$ cat config.mk
export PLATFORM = sky130hd
export DESIGN_NAME = multicycle_ctrl
export DESIGN_NICKNAME = d
export VERILOG_FILES = /design/src/rtl/cpu_ctrl_pkg.sv /design/src/rtl/op_classify.sv /design/src/rtl/multicycle_ctrl.sv
export SDC_FILE = /design/constraint.sdc
export NUM_CORES = 1
export LEC_CHECK = 0
export ABC_AREA = 1
export CORE_MARGIN = 4
export CORE_UTILIZATION = 30
export CTS_CLUSTER_SIZE = 10
export DETAILED_ROUTE_END_ITERATION = 8
export HOLD_SLACK_MARGIN = 0.06
export MAX_ROUTING_LAYER = met4
export PLACE_DENSITY = 0.69
export SYNTH_ARGS = -nofsm -noshare
export SYNTH_HDL_FRONTEND = slang
export SYNTH_SLANG_ARGS = --single-unit
export TNS_END_PERCENT = 20
$ cat constraint.sdc
create_clock -name clk -period 1.75 [get_ports clk]
set_input_delay 0.35 -clock clk [delete_from_list [all_inputs] [get_ports clk]]
set_output_delay 0.35 -clock clk [all_outputs]
set_load 0.02 [all_outputs]
$ cat src/rtl/cpu_ctrl_pkg.sv
// Shared types and constants for the RV32I-subset control path.
package cpu_ctrl_pkg;

  // Major opcodes recognised by the control path
  localparam logic [6:0] OpcR  = 7'b0110011;
  localparam logic [6:0] OpcI  = 7'b0010011;
  localparam logic [6:0] OpcLw = 7'b0000011;
  localparam logic [6:0] OpcSw = 7'b0100011;
  localparam logic [6:0] OpcBr = 7'b1100011;

  typedef enum logic [2:0] {
    ClsNone,
    ClsR,
    ClsI,
    ClsLw,
    ClsSw,
    ClsBr
  } op_class_e;

  typedef enum logic [2:0] {
    StIdle,
    StFetch,
    StDecode,
    StExec,
    StMem,
    StWb,
    StHalt
  } state_e;

  // ALU operation select
  localparam logic [1:0] AluAdd    = 2'b00;
  localparam logic [1:0] AluBranch = 2'b01;
  localparam logic [1:0] AluFunct  = 2'b10;

endpackage

$ cat src/rtl/op_classify.sv
// Combinational opcode-to-class decoder, shared with the single-cycle control path.
module op_classify
  import cpu_ctrl_pkg::*;
#(
  parameter int unsigned OpLen = 7
) (
  input  logic [OpLen-1:0] op_i,
  output op_class_e        cls_o,
  output logic             illegal_o
);

  // Map the major opcode to its class; anything else is illegal
  always_comb begin
    cls_o     = ClsNone;
    illegal_o = 1'b0;
    case (op_i)
      OpLen'(OpcR):  cls_o = ClsR;
      OpLen'(OpcI):  cls_o = ClsI;
      OpLen'(OpcLw): cls_o = ClsLw;
      OpLen'(OpcSw): cls_o = ClsSw;
      OpLen'(OpcBr): cls_o = ClsBr;
      default:       illegal_o = 1'b1;
    endcase
  end

endmodule

$ cat src/rtl/multicycle_ctrl.sv
// Multi-cycle sequencer FETCH -> DECODE -> EXEC -> MEM -> WB for the RV32I-subset datapath.
// Optional memory wait timeout is enabled by defining MEM_TIMEOUT_EN.
module multicycle_ctrl
  import cpu_ctrl_pkg::*;
#(
  parameter int unsigned OPLEN          = 7,
  parameter int unsigned TIMEOUT_CYCLES = 255
) (
  input  logic             clk,
  input  logic             rst_n,
  input  logic             en,
  input  logic [OPLEN-1:0] op,
  input  logic             alu_zero,
  input  logic             mem_ready,
  output logic             mem_req,
  output logic             mem_we,
  output logic             ir_we,
  output logic             pc_we,
  output logic             pc_src,
  output logic             alu_src,
  output logic [1:0]       alu_op,
  output logic             reg_write,
  output logic             mem_to_reg,
  output logic             illegal,
  output logic             mem_err,
  output logic             busy
);

  state_e    state_q, state_d;
  op_class_e cls_q, cls_d;
  logic      illegal_q, illegal_d;
  op_class_e dec_cls;
  logic      dec_illegal;
  logic      timeout;

  op_classify #(
    .OpLen(OPLEN)
  ) u_classify (
    .op_i     (op),
    .cls_o    (dec_cls),
    .illegal_o(dec_illegal)
  );

`ifdef MEM_TIMEOUT_EN
  localparam int unsigned CntW = (TIMEOUT_CYCLES > 255) ? $clog2(TIMEOUT_CYCLES + 1) : 8;

  logic [CntW-1:0] wait_cnt_q, wait_cnt_d;
  logic            mem_err_q;
  logic            mem_wait;

  assign mem_wait   = mem_req & ~mem_ready;
  // Limit is hit on the wait cycle that would bring the count to TIMEOUT_CYCLES;
  // a ready in that cycle is not a wait, so the access completes instead.
  assign timeout    = mem_wait && (wait_cnt_q == CntW'(TIMEOUT_CYCLES - 1));
  assign wait_cnt_d = (mem_wait && !timeout) ? wait_cnt_q + CntW'(1) : '0;
  assign mem_err    = mem_err_q;

  // Wait counter and sticky timeout flag
  always_ff @(posedge clk or negedge rst_n) begin
    if (!rst_n) begin
      wait_cnt_q <= '0;
      mem_err_q  <= 1'b0;
    end else begin
      wait_cnt_q <= wait_cnt_d;
      if (timeout) begin
        mem_err_q <= 1'b1;
      end
    end
  end
`else
  logic unused_timeout_cfg;

  assign unused_timeout_cfg = ^TIMEOUT_CYCLES;
  assign timeout            = 1'b0;
  assign mem_err            = 1'b0;
`endif

  // Sequencer state, latched op class and sticky illegal flag
  always_ff @(posedge clk or negedge rst_n) begin
    if (!rst_n) begin
      state_q   <= StIdle;
      cls_q     <= ClsNone;
      illegal_q <= 1'b0;
    end else begin
      state_q   <= state_d;
      cls_q     <= cls_d;
      illegal_q <= illegal_d;
    end
  end

  // Next-state logic; en only matters at instruction boundaries and in IDLE
  always_comb begin
    state_e boundary;
    boundary  = en ? StFetch : StIdle;
    state_d   = state_q;
    cls_d     = cls_q;
    illegal_d = illegal_q;
    unique case (state_q)
      StIdle: begin
        if (en) state_d = StFetch;
      end
      StFetch: begin
        if (mem_ready)    state_d = StDecode;
        else if (timeout) state_d = StHalt;
      end
      StDecode: begin
        cls_d = dec_cls;
        if (dec_illegal) begin
          state_d   = StHalt;
          illegal_d = 1'b1;
        end else begin
          state_d = StExec;
        end
      end
      StExec: begin
        case (cls_q)
          ClsR, ClsI:   state_d = StWb;
          ClsLw, ClsSw: state_d = StMem;
          ClsBr:        state_d = boundary;
          default:      state_d = StHalt;
        endcase
      end
      StMem: begin
        if (mem_ready)    state_d = (cls_q == ClsLw) ? StWb : boundary;
        else if (timeout) state_d = StHalt;
      end
      StWb:    state_d = boundary;
      StHalt:  state_d = StHalt;
      default: state_d = StIdle;
    endcase
  end

  // Per-state controls from state and latched class; never from raw op
  always_comb begin
    mem_req    = 1'b0;
    mem_we     = 1'b0;
    ir_we      = 1'b0;
    pc_we      = 1'b0;
    pc_src     = 1'b0;
    alu_src    = 1'b0;
    alu_op     = AluAdd;
    reg_write  = 1'b0;
    mem_to_reg = 1'b0;
    unique case (state_q)
      StFetch: begin
        mem_req = 1'b1;
        ir_we   = mem_ready;
        pc_we   = mem_ready;
      end
      StExec: begin
        case (cls_q)
          ClsR: alu_op = AluFunct;
          ClsI: begin
            alu_src = 1'b1;
            alu_op  = AluFunct;
          end
          ClsLw, ClsSw: alu_src = 1'b1;
          ClsBr: begin
            alu_op = AluBranch;
            pc_src = 1'b1;
            pc_we  = alu_zero;
          end
          default: ;
        endcase
      end
      StMem: begin
        mem_req = 1'b1;
        mem_we  = (cls_q == ClsSw);
      end
      StWb: begin
        reg_write  = 1'b1;
        mem_to_reg = (cls_q == ClsLw);
      end
      StIdle, StDecode, StHalt: ;
      default: ;
    endcase
  end

  assign illegal = illegal_q;
  assign busy    = (state_q != StIdle) && (state_q != StHalt);

endmodule

# After elaboration in Yosys (flattened, before gate mapping)
# Index checks and enable logic that the tools add are counted.
# totals
regBits	7
in_bits	12
wordCells	56
output_inout_bits	13
# op_classes
bitwise_logic	1
n_reduce_logical	10
n_eq_ne	20
mux	22
# op_table
operator	n
one-hot mux 3 bit (7 select lines)	1
== test 3 bit (second input constant)	5
2-to-1 mux 3 bit	5
one-hot mux 3 bit (5 select lines)	1
== test 7 x 6 -> 1 bit (second input constant)	2
== test 3 x 2 -> 1 bit (second input constant)	4
2-to-1 mux 1 bit	11
one-hot mux 3 bit (3 select lines)	1
== test 7 x 2 -> 1 bit (second input constant)	1
== test 7 x 5 -> 1 bit (second input constant)	1
== test 7 bit (second input constant)	1
== test 3 x 1 -> 1 bit (second input constant)	2
!= test 2 bit (second input constant)	3
OR reduction 2 bit	3
OR reduction 5 bit	1
one-hot mux 2 bit (2 select lines)	1
zero test 3 bit	1
!= test 3 bit (second input constant)	1
AND reduction 3 bit	1
nonzero test 3 bit	1
OR reduction 3 bit	1
2-to-1 mux 2 bit	1
one-hot mux 1 bit (2 select lines)	1
AND reduction 2 bit	1
other kinds (2)	2

# Logic depth before layout (Yosys ltp)
# logic_depth
depth_word	4
ltp_mapped	9

# Hierarchy
# Synthesis repeated with hierarchy kept, for this count alone.
# hier_totals
hier_cells	102
area_unflattened_um2	621.8
# by_module_without_submodules
module	cells_per_inst	instances	area_each_um2
multicycle_ctrl	81	1	536.8
op_classify	21	1	85.1

# Worst setup path before layout
# OpenSTA, ideal clock, no wires.
# synth_path
path_kind	flip-flop to output port
start	reg state_q[2]
end	out pc_we
slack_ns	0.052
path_buffers	0
arrival_ns	1.348
required_time_ns	1.400
path_stages_with_launch	8
path_cell_list	dfrtp_1 > inv_2 > nand2_1 > nor2_2 > inv_2 > nor2_2 > nand2_1 > o21ai_0
# synth_via
elab_chain_cells	2
# synth_rtl
element	line_no	source
start: declaration	multicycle_ctrl.sv:29	state_e state_q, state_d;
start signal: assignment	multicycle_ctrl.sv:81	state_q <= StIdle;
start signal: assignment	multicycle_ctrl.sv:85	state_q <= state_d;
== test 3 x 2 -> 1 bit / == test 3 x 1 -> 1 bit (equally long branches)	multicycle_ctrl.sv:144	unique case (state_q)
one-hot mux 1 bit (2 select lines) *	multicycle_ctrl.sv:144	
end: declaration	multicycle_ctrl.sv:18	output logic pc_we,
# Every way passes the cells marked *; elsewhere a longest branch is shown, timed or not.

# Worst setup path in the final report
# Same ends and word-level chain as after synthesis.

==> impl_metrics.yaml <==
sta:
  fin_worst_hold_slack_ps: 356
  finalHoldViolCount: 0
  fmax_mhz: 588
  grt_setup_unrepaired: "true"
  setup_viol: 0
  layout_worst_path_cycle_share_pct: 97.2
  min_period_ps: 1700
  slew_violations: 0
  timing.clock.skew_ps: 7.72
final_layout:
  finish.instance_area_um2: 998
  drive_gt1_share_pct: 32.9
  fin_util_pct: 55.4
  syn2layout_area_growth_pct: 69.4
  antenna-diode-count: 0
  nets: 156
pwr:
  power_report.internal_total_uw: 684
  power_density_mw_per_mm2: 1220
  sequentialPowerShare_pct: 18.8
  power_switching_uw: 539
  swShare_pct: 44.1
  static-leakage-power_uw: 0.000513
  pwr-share-comb_pct: 69.1
  clock_power_share_pct: 12.1
  power.ir.vdd_worst_mv: 0.834
worst_setup_path:
  setup.worst_path.start_class: "flip-flop"
  critical_path_class: "reg2out"
  critical_path_arrival_ps: 1350
  cp_data_required_time_ps: 1400
  element_type_at_the_critical_path_end: "primary output"
  timing.critical_path.fanout_max: 3
run_status:
  run_status: "completed"
logic_synthesis:
  async_reset_ff_share_pct: 100
  synthesis.area_per_instance_um2: 6.14
  synth_enable_flop_cells: 0
  synth.yosys.seq_area_share_pct: 29.7
  synth.net_count: 108
  syn-instance-count: 96
  synth.lib_cells_used.distinct: 21
  synth-seq-cells: 7
  synth.largest_area_cell: "sky130_fd_sc_hd__dfrtp_1"
  yosysTopAreaCellShare_pct: 29.7
  synth_area_um2: 589
  ys_warn_count: 0
  synth-main-ff-cell: "sky130_fd_sc_hd__dfrtp_1"
  ys_top_cells_by_area: "sky130_fd_sc_hd__dfrtp_1 (30%), sky130_fd_sc_hd__nand2_1 (18%), sky130_fd_sc_hd__nor2_1 (8.9%), sky130_fd_sc_hd__inv_1 (7.0%), sky130_fd_sc_hd__nand3_1 (5.9%)"
drt:
  drc: 0
  drt_pass1_iterations: 4
  finalWirelength_um: 1800
  detailroute.via_count: 777
  final_antenna_net_count: 0
  detail_route.wl_per_cell_um: 10.7
  drt_first_iter_violations: 11
  avgViaCountPerCell: 4.63
global_route:
  antenna_found_initial: 0
  grt_pass1_wl_um: 3000
  grt_start_max_net_pins: 8
  first_global_vias: 742
  total_global_route_track_usage_pct: 14.6
  grt-ovfl-total: 0
cts:
  worst_skew_pair.late_latency_ps: 260
  clock_tree_from_tritoncts: "built"
  cts.clk_slew.worst_paths_ps: 50
  cts_root_buf: "sky130_fd_sc_hd__clkbuf_4"
  cts-buffers-inserted: 3
  clockBufferDepth: 2
  cts.htree.levels: 1
  clock_sinks: 7
place:
  place.port_buffers: 23
  dpl_cell_area_mm2: 0.00100
  hpwl_um: 1520
  gp_congestion: 0.816
worst_hold_path:
  holdCritPathClass: "in2async"
run:
  max_cap_viol_count: 0
die:
  die_y_um: 52.3
  placeableCoreArea_mm2: 0.00180
  dieArea_mm2: 0.00274
  placement_rows: 15
  die_width_um: 52.3
  effective_utilization_at_floorplan_pct: 32.7
  design.portCount: 25
==> worst paths after layout <==
kind                       depth (start not counted)  slack (ps)    endpoint  startpoint
min reg2reg                                        2         470     illegal     illegal
min                                                1         360     illegal       rst_n
max in group asynchronous                          1        1140  state_q[2]       rst_n
min in group clk                                   2         470     illegal     illegal
max reg2reg                                        9         340  state_q[0]  state_q[1]
max                                                8          50       pc_we  state_q[2]
==> kinds of logic after synthesis <==
| kind of cell | share of synthesized area, % |
|---|---|
| buf+inv | 10.8 |
| flops | 29.7 |
| xor+xnor | 1.49 |
| simple gates | 46.5 |
| compound gates | 10.8 |
| other cells | 0.636 |
==> Yosys cell counts, types with 2 or more instances <==
cell,count
sky130_fd_sc_hd__o21ai_0,7
sky130_fd_sc_hd__nor2_2,3
sky130_fd_sc_hd__inv_1,11
sky130_fd_sc_hd__dfrtp_1,7
sky130_fd_sc_hd__nand3_1,7
sky130_fd_sc_hd__buf_4,2
sky130_fd_sc_hd__nor2_1,14
sky130_fd_sc_hd__nand2_1,29
sky130_fd_sc_hd__inv_2,2
sky130_fd_sc_hd__nand4_1,3
==> layout by cell type, fill, tap and decap left out, types with 2 or more instances in the layout <==
cell,Yosys,routed
sky130_fd_sc_hd__clkbuf_2,0,3
sky130_fd_sc_hd__inv_1,11,11
sky130_fd_sc_hd__nand3_1,7,7
sky130_fd_sc_hd__nor2_1,14,12
sky130_fd_sc_hd__clkbuf_4,0,3
sky130_fd_sc_hd__nor2_2,3,4
sky130_fd_sc_hd__nor2_4,1,2
sky130_fd_sc_hd__nand2_1,29,28
sky130_fd_sc_hd__inv_2,2,2
sky130_fd_sc_hd__nand4_1,3,3
sky130_fd_sc_hd__buf_2,0,4
sky130_fd_sc_hd__buf_4,2,25
sky130_fd_sc_hd__o21ai_0,7,7
sky130_fd_sc_hd__clkdlybuf4s50_1,0,12
sky130_fd_sc_hd__dfrtp_1,7,7
==> stage by stage <==
step           power [uW]  cells  TNS, ps  worst slack, ps
4_1_cts              1200    168    -2.84            -2.84
2_1_floorplan         650     96        0             52.3
3_3_place_gp         1060    164     -673             -235
3_5_place_dp         1080    164     -975             -246
6_report             1220    168        0             48.8
5_1_grt              1340    168    -80.8            -75.0
==> critical path, stage by stage (launching register included) <==
cell,delay (ps)
sky130_fd_sc_hd__dfrtp_1,380
sky130_fd_sc_hd__inv_2,60
sky130_fd_sc_hd__nand2_1,70
sky130_fd_sc_hd__nor2_2,120
sky130_fd_sc_hd__inv_2,60
sky130_fd_sc_hd__nor2_2,110
sky130_fd_sc_hd__nand2_1,60
sky130_fd_sc_hd__o21ai_0,60
sky130_fd_sc_hd__buf_2,180
==> cell type report <==
cell class	instances	area, um2
fillers	185	803
well taps	25	31.3
multi-input cells	74	363
flip-flops and latches	7	175
clock buffers	4	26.3
inverters	13	48.8
repair buffers	45	354
==> repair_timing <==
action	4_1_cts	5_1_grt
endpoints found under the setup margin	11	11
hold buffers	0	0
resized for setup	33	17
pin swaps	0	1
setup buffers	0	0
==> routing by layer <==
| layer | global-route usage [%] | vias to the layer above | routed length (um) |
|---|---|---|---|
| li1 | - | 403 | - |
| met1 | 17.0 | 350 | 798 |
| met2 | 25.2 | 22 | 885 |
| met3 | 2.28 | 2 | 93 |
| met4 | 5.11 | 0 | 20 |
| met5 | - | - | 0 |
==> sequential cells by signal (all words and copies together) (netlist names) <==
name,count
cls_q,3
state_q,3
illegal,1
==> power by group through the flow <==
stage / clock network [uW] / logic (uW) / registers [uW]
finish: 148 / 845 / 229
global route: 165 / 942 / 231
CTS: 151 / 824 / 227
detailed placement: 0 / 846 / 230
global placement: 0 / 827 / 229
floorplan: 0 / 399 / 250
Note: power is estimated with default switching activity, not from simulation.
